$ cat config.mk
export PLATFORM = sky130hd
export DESIGN_NAME = multicycle_control_flat
export DESIGN_NICKNAME = d
export VERILOG_FILES = /design/src/rtl/multicycle_control_if.sv /design/src/rtl/multicycle_control.sv /design/src/flat_wrapper.sv
export SDC_FILE = /design/constraint.sdc
export NUM_CORES = 1
export LEC_CHECK = 0
export CAP_MARGIN = 10
export CORE_MARGIN = 1.5
export CORE_UTILIZATION = 44
export CTS_BUF_LIST = sky130_fd_sc_hd__clkbuf_16
export CTS_CLUSTER_DIAMETER = 40
export DETAILED_ROUTE_END_ITERATION = 10
export GPL_ROUTABILITY_DRIVEN = 1
export HOLD_SLACK_MARGIN = 0.06
export PLACE_DENSITY = 0.9
export SYNTH_ARGS = -nofsm -noshare
export SYNTH_HDL_FRONTEND = slang
export SYNTH_SLANG_ARGS = --single-unit
$ cat constraint.sdc
create_clock -name clk -period 2.3 [get_ports clk]
set_input_delay 0.23 -clock clk [delete_from_list [all_inputs] [get_ports clk]]
set_output_delay 0.23 -clock clk [all_outputs]
set_load 0.005 [all_outputs]
$ cat src/rtl/multicycle_control_if.sv
// ----------------------------------------------------------------------------
// multicycle_control_if
//   Bundles the controller <-> datapath/memory signals of the multi-cycle
//   control FSM.
//   master : the controller (consumes instr/mem_ready/branch_cond, drives
//            every control strobe and status flag).
//   slave  : the datapath + memory side (the mirror image).
//   Signals:
//     instr        IR contents (valid from DECODE on)
//     mem_ready    memory completes the current request this cycle
//     branch_cond  bleu compare result (rs <= rt, unsigned)
//     mem_req, mem_write, iord, ir_write, pc_write, pc_src[1:0],
//     alu_src_a, alu_src_b[1:0], alu_control[ALUCTL_W-1:0],
//     reg_write, reg_dst, mem_to_reg, link, retire, mem_timeout, illegal
// ----------------------------------------------------------------------------
interface multicycle_control_if #(
  parameter int unsigned ALUCTL_W = 5
);
  logic [31:0]         instr;
  logic                mem_ready;
  logic                branch_cond;
  logic                mem_req;
  logic                mem_write;
  logic                iord;
  logic                ir_write;
  logic                pc_write;
  logic [1:0]          pc_src;
  logic                alu_src_a;
  logic [1:0]          alu_src_b;
  logic [ALUCTL_W-1:0] alu_control;
  logic                reg_write;
  logic                reg_dst;
  logic                mem_to_reg;
  logic                link;
  logic                retire;
  logic                mem_timeout;
  logic                illegal;

  modport master (
    input  instr, mem_ready, branch_cond,
    output mem_req, mem_write, iord, ir_write, pc_write, pc_src,
           alu_src_a, alu_src_b, alu_control, reg_write, reg_dst,
           mem_to_reg, link, retire, mem_timeout, illegal
  );

  modport slave (
    output instr, mem_ready, branch_cond,
    input  mem_req, mem_write, iord, ir_write, pc_write, pc_src,
           alu_src_a, alu_src_b, alu_control, reg_write, reg_dst,
           mem_to_reg, link, retire, mem_timeout, illegal
  );
endinterface

$ cat src/rtl/multicycle_control.sv
// ----------------------------------------------------------------------------
// multicycle_control
//   Multi-cycle control FSM for the 11-opcode ISA
//   (lw sw add jr jal nor nori not bleu rolv rorv). Sequences fetch, decode,
//   execute, memory and writeback for a shared-ALU / single-memory datapath,
//   with a memory ready handshake, a wait-state watchdog and a retire pulse.
//
//   Ports:
//     clk    in  rising-edge clock
//     reset  in  synchronous, active-high
//     bus    multicycle_control_if.master (instr/mem_ready/branch_cond in,
//            all control strobes and status flags out)
//
//   Parameters:
//     ALUCTL_W     ALU control width; alu_control = instr[31 -: ALUCTL_W]
//     ALU_ADD      ALU code used for PC / address arithmetic
//     MEM_TIMEOUT  max memory wait cycles before abort; 0 disables watchdog
//
//   Build option:
//     MULTICYCLE_CTRL_TRAP_EN  illegal opcode parks the FSM in TRAP with a
//                              sticky illegal flag; when undefined an illegal
//                              opcode retires as a NOP from DECODE.
//
//   state     | meaning
//   ----------+-----------------------------------------------------------
//   FETCH     | read mem[PC], PC <= PC+4 and IR latch on mem_ready
//   DECODE    | compute branch target, dispatch on opcode
//   MEMADDR   | ALUOut <= rs + sign-ext imm
//   MEMRD     | load read, waits on mem_ready
//   MEMWB     | load data -> rt, retire
//   MEMWR     | store write, waits on mem_ready, retire on completion
//   EXEC_R    | R-type ALU op rs,rt
//   RWB       | ALUOut -> rd, retire
//   EXEC_I    | I-type ALU op rs,imm
//   IWB       | ALUOut -> rt, retire
//   BRANCH    | bleu: PC <= target if branch_cond, retire
//   JR        | PC <= rs, retire
//   JAL       | $31 <= PC+4, PC <= jump target, retire
//   TRAP      | illegal opcode, parked until reset (trap build only)
// ----------------------------------------------------------------------------
module multicycle_control #(
  parameter int unsigned         ALUCTL_W    = 5,
  parameter logic [ALUCTL_W-1:0] ALU_ADD     = 5'b10000,
  parameter int unsigned         MEM_TIMEOUT = 15
) (
  input logic                  clk,
  input logic                  reset,
  multicycle_control_if.master bus
);

  localparam logic [5:0] OP_LW   = 6'b100011;
  localparam logic [5:0] OP_SW   = 6'b101011;
  localparam logic [5:0] OP_ADD  = 6'b100000;
  localparam logic [5:0] OP_JR   = 6'b001000;
  localparam logic [5:0] OP_JAL  = 6'b000011;
  localparam logic [5:0] OP_NOR  = 6'b100110;
  localparam logic [5:0] OP_NORI = 6'b001110;
  localparam logic [5:0] OP_NOT  = 6'b000100;
  localparam logic [5:0] OP_BLEU = 6'b010000;
  localparam logic [5:0] OP_ROLV = 6'b000000;
  localparam logic [5:0] OP_RORV = 6'b000010;

  // Counter only needs to reach MEM_TIMEOUT; it saturates when the watchdog is off.
  localparam int unsigned        CNT_W     = (MEM_TIMEOUT < 1) ? 1 : $clog2(MEM_TIMEOUT + 1);
  localparam logic [CNT_W-1:0]   CNT_LIMIT = CNT_W'(MEM_TIMEOUT);
  localparam logic [CNT_W-1:0]   CNT_MAX   = '1;

  typedef enum logic [3:0] {
    S_FETCH,
    S_DECODE,
    S_MEMADDR,
    S_MEMRD,
    S_MEMWB,
    S_MEMWR,
    S_EXEC_R,
    S_RWB,
    S_EXEC_I,
    S_IWB,
    S_BRANCH,
    S_JR,
    S_JAL
`ifdef MULTICYCLE_CTRL_TRAP_EN
    , S_TRAP
`endif
  } state_t;

  state_t             state_q, state_d;
  logic [CNT_W-1:0]   wait_cnt_q, wait_cnt_d;
  logic               mem_timeout_q, mem_timeout_d;

  logic [5:0]          opcode;
  logic [ALUCTL_W-1:0] alu_instr;
  logic                wait_st;
  logic                expire;

  logic                mem_req, mem_write, iord, ir_write, pc_write;
  logic [1:0]          pc_src, alu_src_b;
  logic                alu_src_a;
  logic [ALUCTL_W-1:0] alu_control;
  logic                reg_write, reg_dst, mem_to_reg, link, retire;

  logic                unused_instr_bits;

  assign opcode            = bus.instr[31:26];
  assign alu_instr         = bus.instr[31 -: ALUCTL_W];
  assign unused_instr_bits = ^bus.instr[25:0];

  always_comb begin
    state_d     = state_q;
    mem_req     = 1'b0;
    mem_write   = 1'b0;
    iord        = 1'b0;
    ir_write    = 1'b0;
    pc_write    = 1'b0;
    pc_src      = 2'b00;
    alu_src_a   = 1'b0;
    alu_src_b   = 2'b00;
    alu_control = '0;
    reg_write   = 1'b0;
    reg_dst     = 1'b0;
    mem_to_reg  = 1'b0;
    link        = 1'b0;
    retire      = 1'b0;
    wait_st     = 1'b0;
    expire      = 1'b0;

    case (state_q)
      S_FETCH: begin
        mem_req     = 1'b1;
        alu_src_b   = 2'b01;
        alu_control = ALU_ADD;
        wait_st     = 1'b1;
        if (bus.mem_ready) begin
          ir_write = 1'b1;
          pc_write = 1'b1;
          state_d  = S_DECODE;
        end
      end
      S_DECODE: begin
        alu_src_b   = 2'b11;
        alu_control = ALU_ADD;
        case (opcode)
          OP_LW, OP_SW:                            state_d = S_MEMADDR;
          OP_ADD, OP_NOR, OP_NOT, OP_ROLV, OP_RORV: state_d = S_EXEC_R;
          OP_NORI:                                 state_d = S_EXEC_I;
          OP_BLEU:                                 state_d = S_BRANCH;
          OP_JR:                                   state_d = S_JR;
          OP_JAL:                                  state_d = S_JAL;
          default: begin
`ifdef MULTICYCLE_CTRL_TRAP_EN
            state_d = S_TRAP;
`else
            retire  = 1'b1;
            state_d = S_FETCH;
`endif
          end
        endcase
      end
      S_MEMADDR: begin
        alu_src_a   = 1'b1;
        alu_src_b   = 2'b10;
        alu_control = ALU_ADD;
        state_d     = (opcode == OP_SW) ? S_MEMWR : S_MEMRD;
      end
      S_MEMRD: begin
        mem_req = 1'b1;
        iord    = 1'b1;
        wait_st = 1'b1;
        if (bus.mem_ready) state_d = S_MEMWB;
      end
      S_MEMWB: begin
        reg_write  = 1'b1;
        mem_to_reg = 1'b1;
        retire     = 1'b1;
        state_d    = S_FETCH;
      end
      S_MEMWR: begin
        mem_req   = 1'b1;
        mem_write = 1'b1;
        iord      = 1'b1;
        wait_st   = 1'b1;
        if (bus.mem_ready) begin
          retire  = 1'b1;
          state_d = S_FETCH;
        end
      end
      S_EXEC_R: begin
        alu_src_a   = 1'b1;
        alu_control = alu_instr;
        state_d     = S_RWB;
      end
      S_RWB: begin
        reg_write = 1'b1;
        reg_dst   = 1'b1;
        retire    = 1'b1;
        state_d   = S_FETCH;
      end
      S_EXEC_I: begin
        alu_src_a   = 1'b1;
        alu_src_b   = 2'b10;
        alu_control = alu_instr;
        state_d     = S_IWB;
      end
      S_IWB: begin
        reg_write = 1'b1;
        retire    = 1'b1;
        state_d   = S_FETCH;
      end
      S_BRANCH: begin
        alu_src_a   = 1'b1;
        alu_control = alu_instr;
        pc_src      = 2'b01;
        pc_write    = bus.branch_cond;
        retire      = 1'b1;
        state_d     = S_FETCH;
      end
      S_JR: begin
        pc_src   = 2'b10;
        pc_write = 1'b1;
        retire   = 1'b1;
        state_d  = S_FETCH;
      end
      S_JAL: begin
        reg_write = 1'b1;
        link      = 1'b1;
        pc_src    = 2'b11;
        pc_write  = 1'b1;
        retire    = 1'b1;
        state_d   = S_FETCH;
      end
`ifdef MULTICYCLE_CTRL_TRAP_EN
      S_TRAP: state_d = S_TRAP;
`endif
      default: state_d = S_FETCH;
    endcase

    // Watchdog abort: a late mem_ready on the limit cycle still completes normally.
    if ((MEM_TIMEOUT != 0) && wait_st && !bus.mem_ready && (wait_cnt_q == CNT_LIMIT)) begin
      expire    = 1'b1;
      mem_req   = 1'b0;
      mem_write = 1'b0;
      state_d   = S_FETCH;
    end

    wait_cnt_d = wait_cnt_q;
    if (expire || (state_d != state_q)) begin
      wait_cnt_d = '0;
    end else if (wait_st && !bus.mem_ready && (wait_cnt_q != CNT_MAX)) begin
      wait_cnt_d = wait_cnt_q + 1'b1;
    end

    mem_timeout_d = mem_timeout_q | expire;
  end

  always_ff @(posedge clk) begin
    if (reset) begin
      state_q       <= S_FETCH;
      wait_cnt_q    <= '0;
      mem_timeout_q <= 1'b0;
    end else begin
      state_q       <= state_d;
      wait_cnt_q    <= wait_cnt_d;
      mem_timeout_q <= mem_timeout_d;
    end
  end

`ifdef MULTICYCLE_CTRL_TRAP_EN
  logic illegal_q, illegal_d;

  assign illegal_d = illegal_q | (state_d == S_TRAP);

  always_ff @(posedge clk) begin
    if (reset) illegal_q <= 1'b0;
    else       illegal_q <= illegal_d;
  end

  assign bus.illegal = illegal_q;
`else
  assign bus.illegal = 1'b0;
`endif

  assign bus.mem_req     = mem_req;
  assign bus.mem_write   = mem_write;
  assign bus.iord        = iord;
  assign bus.ir_write    = ir_write;
  assign bus.pc_write    = pc_write;
  assign bus.pc_src      = pc_src;
  assign bus.alu_src_a   = alu_src_a;
  assign bus.alu_src_b   = alu_src_b;
  assign bus.alu_control = alu_control;
  assign bus.reg_write   = reg_write;
  assign bus.reg_dst     = reg_dst;
  assign bus.mem_to_reg  = mem_to_reg;
  assign bus.link        = link;
  assign bus.retire      = retire;
  assign bus.mem_timeout = mem_timeout_q;

endmodule

$ cat src/flat_wrapper.sv
// flat-port wrapper written by rule: the top's interface ports become plain ports
module multicycle_control_flat 
#(
  parameter int unsigned         ALUCTL_W    = 5,
  parameter logic [ALUCTL_W-1:0] ALU_ADD     = 5'b10000,
  parameter int unsigned         MEM_TIMEOUT = 15
)
  (clk, reset, bus_instr, bus_mem_ready, bus_branch_cond, bus_mem_req, bus_mem_write, bus_iord, bus_ir_write, bus_pc_write, bus_pc_src, bus_alu_src_a, bus_alu_src_b, bus_alu_control, bus_reg_write, bus_reg_dst, bus_mem_to_reg, bus_link, bus_retire, bus_mem_timeout, bus_illegal);
  multicycle_control_if #(.ALUCTL_W(ALUCTL_W)) bus_i ();
  input logic clk;
  input logic reset;
  input wire logic [$bits(bus_i.instr)-1:0] bus_instr;
  input wire logic [$bits(bus_i.mem_ready)-1:0] bus_mem_ready;
  input wire logic [$bits(bus_i.branch_cond)-1:0] bus_branch_cond;
  output wire logic [$bits(bus_i.mem_req)-1:0] bus_mem_req;
  output wire logic [$bits(bus_i.mem_write)-1:0] bus_mem_write;
  output wire logic [$bits(bus_i.iord)-1:0] bus_iord;
  output wire logic [$bits(bus_i.ir_write)-1:0] bus_ir_write;
  output wire logic [$bits(bus_i.pc_write)-1:0] bus_pc_write;
  output wire logic [$bits(bus_i.pc_src)-1:0] bus_pc_src;
  output wire logic [$bits(bus_i.alu_src_a)-1:0] bus_alu_src_a;
  output wire logic [$bits(bus_i.alu_src_b)-1:0] bus_alu_src_b;
  output wire logic [$bits(bus_i.alu_control)-1:0] bus_alu_control;
  output wire logic [$bits(bus_i.reg_write)-1:0] bus_reg_write;
  output wire logic [$bits(bus_i.reg_dst)-1:0] bus_reg_dst;
  output wire logic [$bits(bus_i.mem_to_reg)-1:0] bus_mem_to_reg;
  output wire logic [$bits(bus_i.link)-1:0] bus_link;
  output wire logic [$bits(bus_i.retire)-1:0] bus_retire;
  output wire logic [$bits(bus_i.mem_timeout)-1:0] bus_mem_timeout;
  output wire logic [$bits(bus_i.illegal)-1:0] bus_illegal;
  assign bus_i.instr = bus_instr;
  assign bus_i.mem_ready = bus_mem_ready;
  assign bus_i.branch_cond = bus_branch_cond;
  assign bus_mem_req = bus_i.mem_req;
  assign bus_mem_write = bus_i.mem_write;
  assign bus_iord = bus_i.iord;
  assign bus_ir_write = bus_i.ir_write;
  assign bus_pc_write = bus_i.pc_write;
  assign bus_pc_src = bus_i.pc_src;
  assign bus_alu_src_a = bus_i.alu_src_a;
  assign bus_alu_src_b = bus_i.alu_src_b;
  assign bus_alu_control = bus_i.alu_control;
  assign bus_reg_write = bus_i.reg_write;
  assign bus_reg_dst = bus_i.reg_dst;
  assign bus_mem_to_reg = bus_i.mem_to_reg;
  assign bus_link = bus_i.link;
  assign bus_retire = bus_i.retire;
  assign bus_mem_timeout = bus_i.mem_timeout;
  assign bus_illegal = bus_i.illegal;
  multicycle_control #(.ALUCTL_W(ALUCTL_W), .ALU_ADD(ALU_ADD), .MEM_TIMEOUT(MEM_TIMEOUT)) u_core (.clk(clk), .reset(reset), .bus(bus_i));
endmodule
---- Yosys cells after proc, flatten, opt, wreduce, memory -nomap -nowiden ----
Cells that the tools add are included.
operators by class
  muxes and demuxes ....................... 26
  equality and inequality tests ........... 25
  reductions and logical operators ........ 20
  bitwise gates (word level) .............. 1
  $add $sub $neg .......................... 1
operators by type and width
  cell                                                 number
  one-hot mux 4 bit (7 select lines)                   1
  equality test 4 bit, second input constant           6
  equality test 6 bit, second input constant           4
  one-hot mux 4 bit (6 select lines)                   1
  equality test 4 x 3 -> 1 bit, second input constant  4
  2-to-1 mux 4 bit                                     4
  2-to-1 mux 1 bit                                     14
  equality test 6 x 2 -> 1 bit, second input constant  2
  equality test 6 x 4 -> 1 bit, second input constant  2
  one-hot mux 2 bit (3 select lines)                   2
  OR reduction 11 bit                                  1
  one-hot mux 5 bit (2 select lines)                   1
  OR reduction 2 bit                                   5
  OR reduction 3 bit                                   3
  equality test 4 x 2 -> 1 bit, second input constant  2
  OR reduction 4 bit                                   2
  equality test 6 x 3 -> 1 bit, second input constant  1
  equality test 6 x 5 -> 1 bit, second input constant  1
  logical NOT 6 bit                                    1
  one-hot mux 1 bit (3 select lines)                   2
  OR reduction 6 bit                                   1
  OR reduction 5 bit                                   1
  adder 4 x 1 -> 4 bit, second input constant          1
  equality test 4 x 1 -> 1 bit, second input constant  1
  8 further kinds                                      10
word-level totals
  output and inout bits ................... 22
  input bits .............................. 36
  register bits ........................... 9

---- Longest topological paths before layout ----
  depth in word-level cells ............... 9
  depth in mapped cells ................... 7

---- Worst setup path after synthesis ----
No wires, ideal clock.
  kind .................................... reg-to-output
  from .................................... reg u_core.state_q[2]
  to ...................................... out bus_mem_write
  stages on the path, launching flop included .. 6
  setup slack ............................. 0.668 ns
  data arrival time ....................... 1.402 ns
  path through ............................ dfxtp_1 buf_2 buf_1 buf_1 nand2_1 nor3_1
on the way
  longest elaborated chain between the ends .. 6
ends and longest elaborated chain
  element                                                     line                       text
  start: declaration                                          multicycle_control.sv:87   state_t state_q, state_d;
  start signal: assignment                                    multicycle_control.sv:261  state_q <= state_d;
  equality test 4 x 2 -> 1 bit, or another cell as far along  multicycle_control.sv:127  case (state_q)
  OR reduction 3 bit (no line)                                -
  2-to-1 mux 1 bit                                            multicycle_control.sv:127
  logical AND 1 bit (2 in a row)                              multicycle_control.sv:238  if ((MEM_TIMEOUT != 0) && wait_st && !bus.mem_ready && (wait_cnt_q == CNT_LIMIT)) begin
  2-to-1 mux 1 bit (*)                                        multicycle_control.sv:238
  end: declaration                                            flat_wrapper.sv:16         output wire logic [$bits(bus_i.mem_write)-1:0] bus_mem_write;
Every way passes the cells marked *; elsewhere a longest branch is shown, timed or not.

---- Worst setup path after layout ----
  from .................................... reg u_core.state_q[3]
  to ...................................... out bus_alu_control[4]
on the way
  longest elaborated chain between the ends .. 3
ends and longest elaborated chain
  element                                            line                       text
  equality test 4 bit, or another cell as far along  multicycle_control.sv:127
  OR reduction 3 bit (no line)                       -
  one-hot mux 5 bit (2 select lines) (*)             multicycle_control.sv:127
  end: declaration                                   flat_wrapper.sv:23         output wire logic [$bits(bus_i.alu_control)-1:0] bus_alu_control;
Marks and branches as above.

==> metrics.txt <==
outcome=finished clean; Buffers on Ports=30; Die X=54.79 µm; clock sinks=9; Clock Power Share=43.2%; metal2 WL=1800 µm; clock-pin slew on the worst setup and hold paths=0.04 ns; top cell type's share of synthesized area=15.27%; DIE AREA=3001 µm²; final core utilization=70.62%; initial antenna violation count=0; Hold WS=0.4841 ns; flop2flop setup slack=0.43 ns; Mean Syn Cell Area=6.781 µm²; # setup viols final=0; Area Overhead vs Synth=49.63%; WL met3=207 µm; dominant cell type by area after synthesis=dfxtp_1; DR WL/cell=13.97 µm; clock buffer count from CTS=3; share of layout cells above drive strength 1=19.18%; slowest CP cell=dfxtp_2; capture point of the critical path=bus_alu_control[4]; IO Count=58; clk_lat worst skew=0.23 ns; Initial DRC Count=61; sequential share of the synthesized area=15.27%; crit-path cells=inv_1 -> o21ai_0 -> a21boi_0 -> o21bai_1 -> clkdlybuf4s50_1; post-synthesis register bit count=9; first-pass GRT wire length=5658 µm; type of the worst min-delay path=flop to flop; Post-Route M1 WL=1437 µm; Worst EP required=2.07 ns; Starting Density=47.20%; Setup TNS=0 ns; Max Used Layer=met4; hpwl dp=2561 µm; post-cts hold buffer count=0; Worst Skew=0.002740 ns; WS Path Type=flop to output port; cell-internal power=0.0005071 W; post-route minimum period=2.195 ns; Mapped Cells=174; fmax=0.4555 GHz; All-Layer GR Usage=25.55%; CP Max Fanout=10; Finished Layout Cells=249; slowest stage delay, CP=0.48 ns; Final Hold Fails=0; reg-to-reg startpoint=u_core.state_q[3]$_SDFF_PP0_; Seq pwr share=24.0%; final RePlAce weighted congestion=0.9068; CP Launch Point=u_core.state_q[3]$_SDFF_PP0_; ANT nets after route=0; fin nets=257; synth top area cells=dfxtp_1, nor2_1, nor3_1; drc violations=0; Pins Over Slew Limit=0; routed wire length=3478 µm; Die H=54.79 µm; total gr overflow=0; Post-synth EDFFs=0; Max-Cap Viols=0; Combinational Power Share=32.8%; via density per instance=5.940; n_diodes=0; ys async rst share=0%; Mapped Nets=211; nature of the critical path endpoint=output port; core area=2500 µm²; Synth top cells by count=nor2_1, nor3_1, nand2_1; Peak VDD IR=572.8 µV; Psw=0.0001961 W; Final period util=95.45%; count leader, synth=nor2_1; Yosys warning count=0; post-synth cell types=51; largest net degree at the start of global routing=27; Leak=0.6640 nW; cells on worst reg2reg path=6; cell area after synthesis=1180 µm²; drt first pass iters=4; H-tree lvl count=1; CTS Buffer Depth=2; via count=1479; vias in the first global route=1287; placed insts=245; Crit path arrival time=1.97 ns; worst flop-to-flop path endpoint=u_core.state_q[1]$_SDFF_PP0_; Synth Flop Type=dfxtp_1; Clock Root Buffer=clkbuf_16; TritonCTS clock tree=done; Pwr Density=398.3 nW/µm²; startpoint types=flop; Cell Rows=18; sw frac=27.88%
area by class of cell:
type	instances	area (µm²)
Clock buffer	3	75.07
Clock inverter	1	5.005
Fill cell	206	734.5
Inverter	5	18.77
Multi-Input combinational cell	141	919.6
Sequential cell	9	182.7
Tap cell	30	37.54
Timing Repair Buffer	60	526.8
registers in the layout, indices dropped and copies added, names as in the netlist:
register                cells
u_core.bus.mem_timeout      1
u_core.state_q              4
u_core.wait_cnt_q           4
worst max-delay path: cells and delay by family (launching register included):
kind	cells	cell delay (ns)
buffers and inverters	2	0.65
AO/OA/AOI/OAI	3	0.60
flip-flops	1	0.48
power groups by stage:
stage / sequential [W] / clock [W] / combinational (W)
CTS: 0.000169 / 0.000304 / 0.000226
finish: 0.000169 / 0.000303 / 0.000231
detailed placement: 0.000171 / 0 / 0.000224
global route: 0.000169 / 0.000323 / 0.000254
floorplan: 0.000167 / 0 / 0.000135
global placement: 0.000171 / 0 / 0.000220
layer usage:
metal | GRT usage, % | vias to the layer above
li1 | - | 742
met2 | 44.44 | 64
met3 | 4.918 | 6
met1 | 32.41 | 667
met4 | 5.000 | 0
met5 | 0 | -
timing repair:
item,CTS,global route
endpoints found under the hold margin,0,0
setup buffers,0,0
setup endpoints to repair,3,7
pin swaps,1,1
gates resized for setup,10,4
cell usage in the layout (no fill, tap or decap), drive strengths merged, types with 3 or more instances in the layout:
cell	instances
nor3	14
inv	4
a211oi	6
and3	3
clkbuf	3
buf	30
clkdlybuf4s50	25
o31ai	3
nor4b	3
a21oi	8
dlygate4sd2	4
and2	6
nor4	5
o22ai	3
nand2b	3
nand3	5
xnor2	4
nand2	13
o21ai	5
mux2i	3
a41oi	3
xor2	3
nor2	19
dfxtp	9
o211ai	4
per-stage QoR:
| stage | total power (W) | setup WS [ns] | area, µm² |
|---|---|---|---|
| floorplan | 0.0003017 | 0.6677 | 1180 |
| global placement | 0.0003901 | -0.1684 | 1652 |
| detailed placement | 0.0003947 | -0.2673 | 1652 |
| CTS | 0.0006990 | 0.001890 | 1749 |
| global route | 0.0007466 | -0.0005547 | 1765 |
| finish | 0.0007031 | 0.1046 | 1765 |
how the worst min path moves through the flow:
stage	to	slack, ns	cells after the start	startpoint
detailed placement	u_core.bus.mem_timeout$_SDFF_PP0_	0.46	2	u_core.bus.mem_timeout$_SDFF_PP0_
finish	u_core.bus.mem_timeout$_SDFF_PP0_	0.48	2	u_core.bus.mem_timeout$_SDFF_PP0_
global route	u_core.bus.mem_timeout$_SDFF_PP0_	0.51	2	u_core.bus.mem_timeout$_SDFF_PP0_
global placement	u_core.bus.mem_timeout$_SDFF_PP0_	0.45	2	u_core.bus.mem_timeout$_SDFF_PP0_
CTS	u_core.bus.mem_timeout$_SDFF_PP0_	0.49	2	u_core.bus.mem_timeout$_SDFF_PP0_
floorplan	u_core.bus.mem_timeout$_SDFF_PP0_	0.30	1	reset
kinds of logic (layout without fill, tap and decap cells):
| group | after synthesis | count (layout) | synth area share (%) |
|---|---|---|---|
| adders and majority gates | 1 | 1 | 1.060 |
| other | 1 | 1 | 0.3178 |
| muxes | 3 | 3 | 2.545 |
| xor gates and xnor gates | 7 | 7 | 5.196 |
| AOI/OAI and AO/OA | 50 | 50 | 30.65 |
| buffers and inverters | 24 | 69 | 9.331 |
| DFF | 9 | 9 | 15.27 |
| and+or+nand+nor | 79 | 79 | 35.63 |
(Power assumes the default switching activity.)
